### src/rtl/me_pkg.sv
// rtl/me_pkg.sv - shared motion-estimation types, constants and helpers
package me_pkg;

    typedef enum logic [2:0] {
        ST_IDLE    = 3'd0,
        ST_PRELOAD = 3'd1,
        ST_READY   = 3'd2,
        ST_SEARCH  = 3'd3,
        ST_DONE    = 3'd4
    } me_state_t;

    // Window geometry shared with the PE array and the SRAM wrapper.
    localparam int ME_NUM_BANKS  = 32;
    localparam int ME_GRP_BANKS  = 4;
    localparam int ME_DEPTH      = 96;
    localparam int ME_ADDR_W     = 7;
    localparam int ME_PRIME_ROWS = 4;

    // Read-mux encoding that routes the reference window to the PE array.
    localparam int ME_SEL_W      = 4;
    localparam int ME_PRIME_SEL  = 4;

    // Ceiling log2; returns 0 for values of 0 or 1.
    function automatic int me_clog2(input int value);
        int result;
        result = 0;
        while ((1 << result) < value) begin
            result = result + 1;
        end
        return result;
    endfunction

endpackage

### src/rtl/ref_wr_seq.sv
// rtl/ref_wr_seq.sv - preload write sequencer: group/row counters and bank addressing
module ref_wr_seq #(
    parameter int NUM_BANKS = 32,
    parameter int GRP_BANKS = 4,
    parameter int DEPTH     = 96,
    parameter int ADDR_W    = 7,
    parameter int GRP_W     = 3
) (
    input  logic                        clk,
    input  logic                        rst,
    input  logic                        i_clr,
    input  logic                        i_active,
    input  logic                        i_wr_valid,
    output logic                        o_wr_ready,
    output logic                        o_wr_en,
    output logic [NUM_BANKS-1:0]        o_bank_sel,
    output logic [NUM_BANKS*ADDR_W-1:0] o_wr_addr_all,
    output logic [GRP_W-1:0]            o_grp,
    output logic [ADDR_W-1:0]           o_row,
    output logic                        o_last_beat
);

    localparam int                   NUM_GRPS = NUM_BANKS / GRP_BANKS;
    localparam logic [NUM_BANKS-1:0] GRP_MASK = NUM_BANKS'((64'd1 << GRP_BANKS) - 64'd1);
    localparam logic [GRP_W-1:0]     LAST_GRP = GRP_W'(NUM_GRPS - 1);
    localparam logic [ADDR_W-1:0]    LAST_ROW = ADDR_W'(DEPTH - 1);

    logic [GRP_W-1:0]  r_grp;
    logic [ADDR_W-1:0] r_row;
    logic              w_beat;
    logic              w_row_wrap;
    logic              w_grp_last;

    assign w_beat     = i_wr_valid & i_active;
    assign w_row_wrap = (r_row == LAST_ROW);
    assign w_grp_last = (r_grp == LAST_GRP);

    // Counters advance only on an accepted row; they sit at zero whenever preload is not running.
    always_ff @(posedge clk) begin
        if (rst || i_clr || !i_active) begin
            r_grp <= '0;
            r_row <= '0;
        end else if (w_beat) begin
            if (w_row_wrap) begin
                r_row <= '0;
                r_grp <= w_grp_last ? '0 : r_grp + 1'b1;
            end else begin
                r_row <= r_row + 1'b1;
            end
        end
    end

    assign o_wr_ready    = i_active;
    assign o_wr_en       = w_beat;
    assign o_bank_sel    = i_active ? (GRP_MASK << (int'(r_grp) * GRP_BANKS)) : '0;
    assign o_wr_addr_all = {NUM_BANKS{r_row}};
    assign o_grp         = r_grp;
    assign o_row         = r_row;
    assign o_last_beat   = w_beat & w_row_wrap & w_grp_last;

endmodule

### src/rtl/ref_mem_ctrl_gen.sv
// rtl/ref_mem_ctrl_gen.sv - reference-window controller: preload, prime and row streaming
module ref_mem_ctrl_gen
    import me_pkg::*;
#(
    parameter int NUM_BANKS  = ME_NUM_BANKS,
    parameter int GRP_BANKS  = ME_GRP_BANKS,
    parameter int DEPTH      = ME_DEPTH,
    parameter int ADDR_W     = ME_ADDR_W,
    parameter int PRIME_ROWS = ME_PRIME_ROWS,
    parameter int SEL_W      = ME_SEL_W,
    parameter int PRIME_SEL  = ME_PRIME_SEL
) (
    input  logic                        clk,
    input  logic                        rst,
    input  logic                        start_pre,
    input  logic                        wr_valid,
    output logic                        wr_ready,
    output logic                        wr_en,
    output logic [NUM_BANKS-1:0]        bank_sel,
    output logic [NUM_BANKS*ADDR_W-1:0] wr_addr_all,
    input  logic [ADDR_W-1:0]           search_rows,
    input  logic                        search_go,
    input  logic                        pe_ready,
    output logic                        rd_en,
    output logic [ADDR_W-1:0]           rd_addr,
    output logic [SEL_W-1:0]            rd_sel,
    output logic                        busy,
    output logic                        done,
    input  logic                        abort
);

    localparam int                NUM_GRPS    = NUM_BANKS / GRP_BANKS;
    localparam int                GRP_W       = (NUM_GRPS > 1) ? me_clog2(NUM_GRPS) : 1;
    localparam logic [GRP_W-1:0]  LAST_GRP    = GRP_W'(NUM_GRPS - 1);
    localparam logic [ADDR_W-1:0] PRIME_BASE  = ADDR_W'(DEPTH - PRIME_ROWS);
    localparam logic [ADDR_W-1:0] PRIME_START = ADDR_W'(PRIME_ROWS % DEPTH);
    localparam logic [ADDR_W-1:0] LAST_ROW    = ADDR_W'(DEPTH - 1);
    localparam logic [SEL_W-1:0]  SEL_PE      = SEL_W'(PRIME_SEL);

    me_state_t         r_state;
    me_state_t         w_next;
    logic [ADDR_W-1:0] r_n;
    logic [ADDR_W-1:0] r_rd_cnt;
    logic [ADDR_W-1:0] r_beat_cnt;

    logic              w_active;
    logic [GRP_W-1:0]  w_grp;
    logic [ADDR_W-1:0] w_row;
    logic              w_last_beat;
    logic              w_prime;
    logic              w_rd_beat;

    assign w_active  = (r_state == ST_PRELOAD);
    assign w_prime   = (PRIME_ROWS > 0) && w_active && (w_grp == LAST_GRP) && (w_row >= PRIME_BASE);
    assign w_rd_beat = (r_state == ST_SEARCH) && pe_ready;

    ref_wr_seq #(
        .NUM_BANKS (NUM_BANKS),
        .GRP_BANKS (GRP_BANKS),
        .DEPTH     (DEPTH),
        .ADDR_W    (ADDR_W),
        .GRP_W     (GRP_W)
    ) u_wr_seq (
        .clk           (clk),
        .rst           (rst),
        .i_clr         (abort),
        .i_active      (w_active),
        .i_wr_valid    (wr_valid),
        .o_wr_ready    (wr_ready),
        .o_wr_en       (wr_en),
        .o_bank_sel    (bank_sel),
        .o_wr_addr_all (wr_addr_all),
        .o_grp         (w_grp),
        .o_row         (w_row),
        .o_last_beat   (w_last_beat)
    );

    // State register.
    always_ff @(posedge clk) begin
        if (rst) begin
            r_state <= ST_IDLE;
        end else begin
            r_state <= w_next;
        end
    end

    // Search row count, read pointer and beat counter; restarted on every accepted search_go.
    always_ff @(posedge clk) begin
        if (rst || abort) begin
            r_n        <= '0;
            r_rd_cnt   <= '0;
            r_beat_cnt <= '0;
        end else if ((r_state == ST_READY) && search_go) begin
            r_n        <= (search_rows == '0) ? ADDR_W'(1) : search_rows;
            r_rd_cnt   <= PRIME_START;
            r_beat_cnt <= '0;
        end else if (w_rd_beat) begin
            r_beat_cnt <= r_beat_cnt + 1'b1;
            r_rd_cnt   <= (r_rd_cnt == LAST_ROW) ? '0 : r_rd_cnt + 1'b1;
        end
    end

    // Next-state and read-side outputs; abort overrides every transition.
    always_comb begin
        w_next  = r_state;
        rd_en   = 1'b0;
        rd_addr = '0;
        rd_sel  = '0;
        busy    = 1'b0;
        done    = 1'b0;
        case (r_state)
            ST_IDLE: begin
                if (start_pre) begin
                    w_next = ST_PRELOAD;
                end
            end
            ST_PRELOAD: begin
                busy = 1'b1;
                if (w_prime) begin
                    rd_en   = wr_valid;
                    rd_addr = w_row - PRIME_BASE;
                    rd_sel  = SEL_PE;
                end
                if (w_last_beat) begin
                    w_next = ST_READY;
                end
            end
            ST_READY: begin
                rd_sel = SEL_PE;
                if (search_go) begin
                    w_next = ST_SEARCH;
                end
            end
            ST_SEARCH: begin
                busy    = 1'b1;
                rd_en   = pe_ready;
                rd_addr = r_rd_cnt;
                rd_sel  = SEL_PE;
                if (pe_ready && (r_beat_cnt == r_n - 1'b1)) begin
                    w_next = ST_DONE;
                end
            end
            ST_DONE: begin
                busy   = 1'b1;
                done   = 1'b1;
                rd_sel = SEL_PE;
                w_next = ST_READY;
            end
            default: begin
                w_next = ST_IDLE;
            end
        endcase
        if (abort) begin
            w_next = ST_IDLE;
        end
    end

endmodule

### config.mk
export PLATFORM = sky130hd
export DESIGN_NAME = ref_mem_ctrl_gen
export DESIGN_NICKNAME = d
export VERILOG_FILES = /design/src/rtl/me_pkg.sv /design/src/rtl/ref_wr_seq.sv /design/src/rtl/ref_mem_ctrl_gen.sv
export SDC_FILE = /design/constraint.sdc
export NUM_CORES = 1
export LEC_CHECK = 0
export BUFFER_PORTS_ARGS = -buffer_cell sky130_fd_sc_hd__buf_2
export CORE_AREA = 2 2 110 112
export CTS_CLUSTER_SIZE = 12
export DETAILED_ROUTE_END_ITERATION = 6
export DIE_AREA = 0 0 112 114
export PLACE_DENSITY_LB_ADDON = 0.12
export REMOVE_ABC_BUFFERS = 1
export SYNTH_ARGS = -nofsm -noshare
export SYNTH_HDL_FRONTEND = slang
export SYNTH_HIERARCHICAL = 1
export SYNTH_SLANG_ARGS = --single-unit
### constraint.sdc
create_clock -name clk -period 3.8 [get_ports clk]
set_input_delay 0.76 -clock clk [delete_from_list [all_inputs] [get_ports clk]]
set_output_delay 0.76 -clock clk [all_outputs]
set_load 0.05 [all_outputs]
# == Word-level counts from Yosys, hierarchy flattened ==
# Index checks and enable logic that the tools add are counted.
# word_totals
mem_bits_rw,0
romBits,0
regBits,34
input_bits,14
latchBits,0
output_inout_bits,272
word_cells,67
memories,0
# classes
addsub,6
magnitude_cmp,1
mul,0
n_eq_ne,12
shifts,1
n_reduce_logical,17
n_bitwise,3
n_div,0
muxes,20
# ops
op,count
32-bit two-way mux,1
"4-bit by 5-bit left shift with 32-bit output, first input constant",1
7-bit two-way mux,4
3-bit two-way mux,8
"7-bit by 1-bit adder with 7-bit output, second input constant",3
3-bit one-hot mux with 5 select lines,1
"7-bit == test, second input constant",2
7-bit one-hot mux with 2 select lines,1
7-bit == test,1
"7-bit greater-or-equal comparator, second input constant",1
7-bit logical NOT,1
"7-bit by 1-bit subtractor with 7-bit output, second input constant",1
"7-bit subtractor, second input constant",1
"3-bit by 2-bit == test with 1-bit output, second input constant",2
"3-bit == test, second input constant",2
"2-bit inequality test, second input constant",3
3-bit one-hot mux with 2 select lines,1
3-bit OR reduction,2
1-bit logical AND,5
4-bit AND reduction,1
2-bit OR reduction,2
"3-bit by 1-bit adder with 3-bit output, second input constant",1
1-bit AND,3
"3-bit by 1-bit == test with 1-bit output, second input constant",1
8 further kinds,11

# == Depth between registers and ports, before layout ==
# logic_depth
word_depth,6
mapped_depth,13
ltp_nobuf,11

# == Cells and area by module ==
# The synthesis kept the hierarchy.
# by_module_without_submodules
module,seq_area_each_um2,cells_each,area_per_inst_um2,instances
ref_wr_seq,200.2,324,2528.7,1
ref_mem_ctrl_gen,480.5,187,1490.2,1

# == Worst setup path after synthesis ==
# OpenSTA, ideal clock, no wires.
# synth_timing
path_kind,flip-flop to output port
startpoint,register u_wr_seq.r_row[3] (netlist: u_wr_seq/o_row[3])
endpoint,output rd_addr[4]
n_path_buf,0
t_required_ps,3040
arrival_ps,2921
setup_slack_ps,119
path_stages_with_launch,6
path_cell_list,dfxtp_1 ha_1 a311oi_1 nor4_2 inv_1 o21ai_0
# synth_between
elab_chain_cells,4
word_cells_on_any_way,5
classes_between,add/sub (1); order compare (1); mux (2); reduce/logical (1)
# synth_rtl
item,line,text
start: declaration,ref_wr_seq.sv:29,logic [ADDR_W-1:0] r_row;
start signal: assignment,ref_wr_seq.sv:48,r_row <= r_row + 1'b1;
7-bit greater-or-equal comparator,ref_mem_ctrl_gen.sv:54,assign w_prime = (PRIME_ROWS > 0) && w_active && (w_grp == LAST_GRP) && (w_row >= PRIME_BASE);
1-bit logical AND,ref_mem_ctrl_gen.sv:54,
7-bit two-way mux *,ref_mem_ctrl_gen.sv:119,if (w_prime) begin
7-bit one-hot mux with 2 select lines *,ref_mem_ctrl_gen.sv:111,case (r_state)
end: declaration,ref_mem_ctrl_gen.sv:25,"output logic [ADDR_W-1:0] rd_addr,"
# Mark *: on every way between the ends. The rest lies on a longest branch, timed or not.

# == Worst setup path after layout ==
# layout_timing
startpoint,register u_wr_seq.r_row[2] (netlist: u_wr_seq/o_row[2])
endpoint,output rd_addr[5]
# The elaborated chain is that of the path after synthesis.

==> flow_metrics.env <==
export IMPL_post_route_min_period_ns=3.20
export IMPL_multiInputGateArea_um2=1350
export IMPL_dpl_cell_area_um2=3730
export IMPL_synthFlopType="dfxtp_1"
export IMPL_synth_warnings=6
export IMPL_worstSetupStartpointType="flop"
export IMPL_numCtsBuffers=5
export IMPL_final_common_cell="buf_2"
export IMPL_clkLatencyLatePin_ns=0.28
export IMPL_place_inst=688
export IMPL_synth_seq_cells=34
export IMPL_post_drt_wl_per_cell_um=12.2
export IMPL_reg2regPathDepth=12
export IMPL_hp_class="flop to flop"
export IMPL_drive_gt1_share_pct=55.9
export IMPL_slowest_stage="dfxtp_1"
export IMPL_start_util_pct=34.3
export IMPL_r2r_slack_ns=0.79
export IMPL_path_clk_slew_ns=0.05
export IMPL_slew_headroom_pct=66.4
export IMPL_post_route_period_util_pct=84.1
export IMPL_final_cell_area_um2=3900
export IMPL_cts_hold_buf=0
export IMPL_status="completed"
export IMPL_p_seq_share_pct=41.2
export IMPL_async_flop_share_pct=0
export IMPL_slowest_delay_ns=0.60
export IMPL_grtUsageTotal_pct=11.8
export IMPL_cp_num_buf_inv=2
export IMPL_r2r_end="r_state[0]$_SDFFE_PP0P_"
export IMPL_vias=2862
export IMPL_ant_nets=0
export IMPL_hpwl_um=6840
export IMPL_setup_viol=0
export IMPL_crit_family="flip-flops"
export IMPL_powerDensity_nw_per_um2=224
export IMPL_synthTopCellsByArea="buf_4 (47%), dfxtp_1 (17%), ha_1 (3.4%)"
export IMPL_dieArea_um2=12800
export IMPL_nets=573
export IMPL_yosys_area_top_type="buf_4"
export IMPL_ir_drop_v=0.000148
export IMPL_die_h_um=114
export IMPL_worstPathArrival_ns=2.44
export IMPL_core_um2=11700
export IMPL_grt_ovfl_total=0
export IMPL_gp_congestion=0.814
export IMPL_power_internal_w=0.000680
export IMPL_ios=286
export IMPL_root_buffer="clkbuf_16"
export IMPL_crit_type="flop to output pin"
export IMPL_rsz0062_at_grt="false"
export IMPL_drt_iter0_markers=78
export IMPL_fill_cells=1267
export IMPL_syn_inst=511
export IMPL_leakage_nw=2.44
export IMPL_cts_tree="done"
export IMPL_crit_chain="ha_1 > a311oi_1 > nor4_2 > inv_1 > o21ai_0 > buf_2"
export IMPL_synth_edf_count=0
export IMPL_n_antenna_cell=0
export IMPL_clock_sinks=34
export IMPL_yosys_area_top_type_share_pct=47.1
export IMPL_drt_drc_violations_left=0
export IMPL_grt_first_pass_wirelength_um=12200
export IMPL_switchingPower_w=0.000191
export IMPL_area_delta_synth_final_pct=-3.05
export IMPL_die_x_um=112
export IMPL_grt_max_degree=41
export IMPL_worst_hold_startpoint="r_rd_cnt[6]$_SDFFE_PP0P_"
export IMPL_final_cells=696
export IMPL_worst_pin_slew_ns=0.499
export IMPL_hold_viol_final=0
export IMPL_path_max_fanout=14
export IMPL_yosysUniqueCellTypes=51
export IMPL_cp_data_required_time_ns=3.04
export IMPL_sw_frac_of_total_pct=22.0
export IMPL_utilization_pct=33.3
export IMPL_pwr_share_clk_pct=52.5
export IMPL_hold_ws_ns=0.489
export IMPL_endpoint_kind="output pin"
export IMPL_cts_setup_buffers=0
export IMPL_cts_resized_gates=0
export IMPL_maxCapViolations=0
export IMPL_antenna_found_initial=0
export IMPL_wl_um=8460
export IMPL_combinationalPowerShare_pct=6.3
export IMPL_max_freq_mhz=313
export IMPL_min_to="r_rd_cnt[6]$_SDFFE_PP0P_"
export IMPL_io_buffer_count=282
export IMPL_grt_pass1_vias=2258
export IMPL_clock_skew_ns=0.00357
export IMPL_layout_common_cells="buf_2 (282), dfxtp_1 (34), nor2_1 (32)"
export IMPL_seq_area_um2=681
export IMPL_holdPathStages=2
export IMPL_slew_violations=0
export IMPL_syn_area_um2=4020
export IMPL_htree_levels=2
export IMPL_rows=40
export IMPL_ys_seq_area_share_pct=16.9
export IMPL_vias_per_cell=4.11
export IMPL_r2r_start="r_state[0]$_SDFFE_PP0P_"
export IMPL_synth_avg_cell_area_um2=7.86
export IMPL_drtPass1Iterations=4
export IMPL_clock_path_buffers=2
metrics by stage:
| stage | worst slack, ns | TNS (ns) | power (W) |
|---|---|---|---|
| 3_5_place_dp | 0.790 | 0 | 0.000423 |
| 2_1_floorplan | -12.34 | -1948.15 | 0.000401 |
| 6_report | 0.603 | 0 | 0.000872 |
| 3_3_place_gp | 0.846 | 0 | 0.000422 |
| 4_1_cts | 0.595 | 0 | 0.000887 |
| 5_1_grt | 0.286 | 0 | 0.000900 |
sequential cells by signal, indices dropped and copies added (netlist names):
| signal | count |
|---|---|
| r_beat_cnt | 7 |
| r_n | 7 |
| r_rd_cnt | 7 |
| r_state | 3 |
| u_wr_seq/o_grp | 3 |
| u_wr_seq/o_row | 7 |
cell usage after synthesis (3+ instances only):
cell and instances:
and2_1 5, buf_4 252, nor2_1 32, mux2i_1 7, nand3_1 9, inv_1 10, buf_2 6, and3_1 7
o21ai_0 13, dfxtp_1 34, ha_1 11, nand2b_1 5, nand2_1 23, xor2_1 11, a21oi_1 17, nand3b_1 3
or3_1 3, nor3_1 5, xnor2_1 12, a22o_1 3, nand4_1 4, clkbuf_1 3
power groups by stage:
stage | combinational [W] | sequential [W] | clock, W
after floorplan | 0.0000317 | 0.000370 | 0
after global placement | 0.0000558 | 0.000367 | 0
after detailed placement | 0.0000560 | 0.000367 | 0
after CTS | 0.0000561 | 0.000359 | 0.000472
after global routing | 0.0000595 | 0.000359 | 0.000482
final | 0.0000551 | 0.000359 | 0.000458
layout make-up:
cell class | count | area share, %
sequential | 34 | 17.5
multi-input combinational | 206 | 34.7
timing repair buffer | 291 | 38.0
clock inverter | 1 | 0.771
inverter | 10 | 0.963
clock buffer | 7 | 3.40
tap | 147 | 4.72
routing by layer:
metal  global-route usage [%]  routed length [um]  part of all wire, %
met1                     15.8                3780                   45
met2                     19.8                4150                   49
met3                     1.91                 457                  5.4
met4                     3.17                  72                 0.85
met5                        0                   0                    0
tightest hold or removal path, delay by kind of cell (launching register included):
kind | cells | cell delay [ns]
simple gates | 1 | 0.06
compound gates | 1 | 0.06
flops | 1 | 0.33
worst max-delay path by stage:
| stage | startpoint | end | slack, ns | cells past startpoint |
|---|---|---|---|---|
| 2_1_floorplan | u_wr_seq/o_row[2]$_SDFFE_PP0P_ | rd_addr[2] | -12.34 | 1 |
| 3_3_place_gp | r_state[0]$_SDFFE_PP0P_ | r_state[0]$_SDFFE_PP0P_ | 0.85 | 12 |
| 3_5_place_dp | r_state[0]$_SDFFE_PP0P_ | r_state[0]$_SDFFE_PP0P_ | 0.79 | 12 |
| 4_1_cts | u_wr_seq/o_row[2]$_SDFFE_PP0P_ | rd_addr[4] | 0.60 | 6 |
| 5_1_grt | u_wr_seq/o_row[2]$_SDFFE_PP0P_ | rd_addr[4] | 0.29 | 6 |
| 6_report | u_wr_seq/o_row[2]$_SDFFE_PP0P_ | rd_addr[5] | 0.60 | 6 |
cell families after synthesis:
kind of cell / synth area share, %
AO/OA/AOI/OAI: 7.25
other: 0.0933
XOR/XNOR: 5.01
flip-flops: 16.9
multiplexers: 2.02
AND/OR/NAND/NOR: 15.7
buffers and inverters: 49.6
adder cells (fa/ha/maj): 3.42
(Power assumes the default switching activity.)
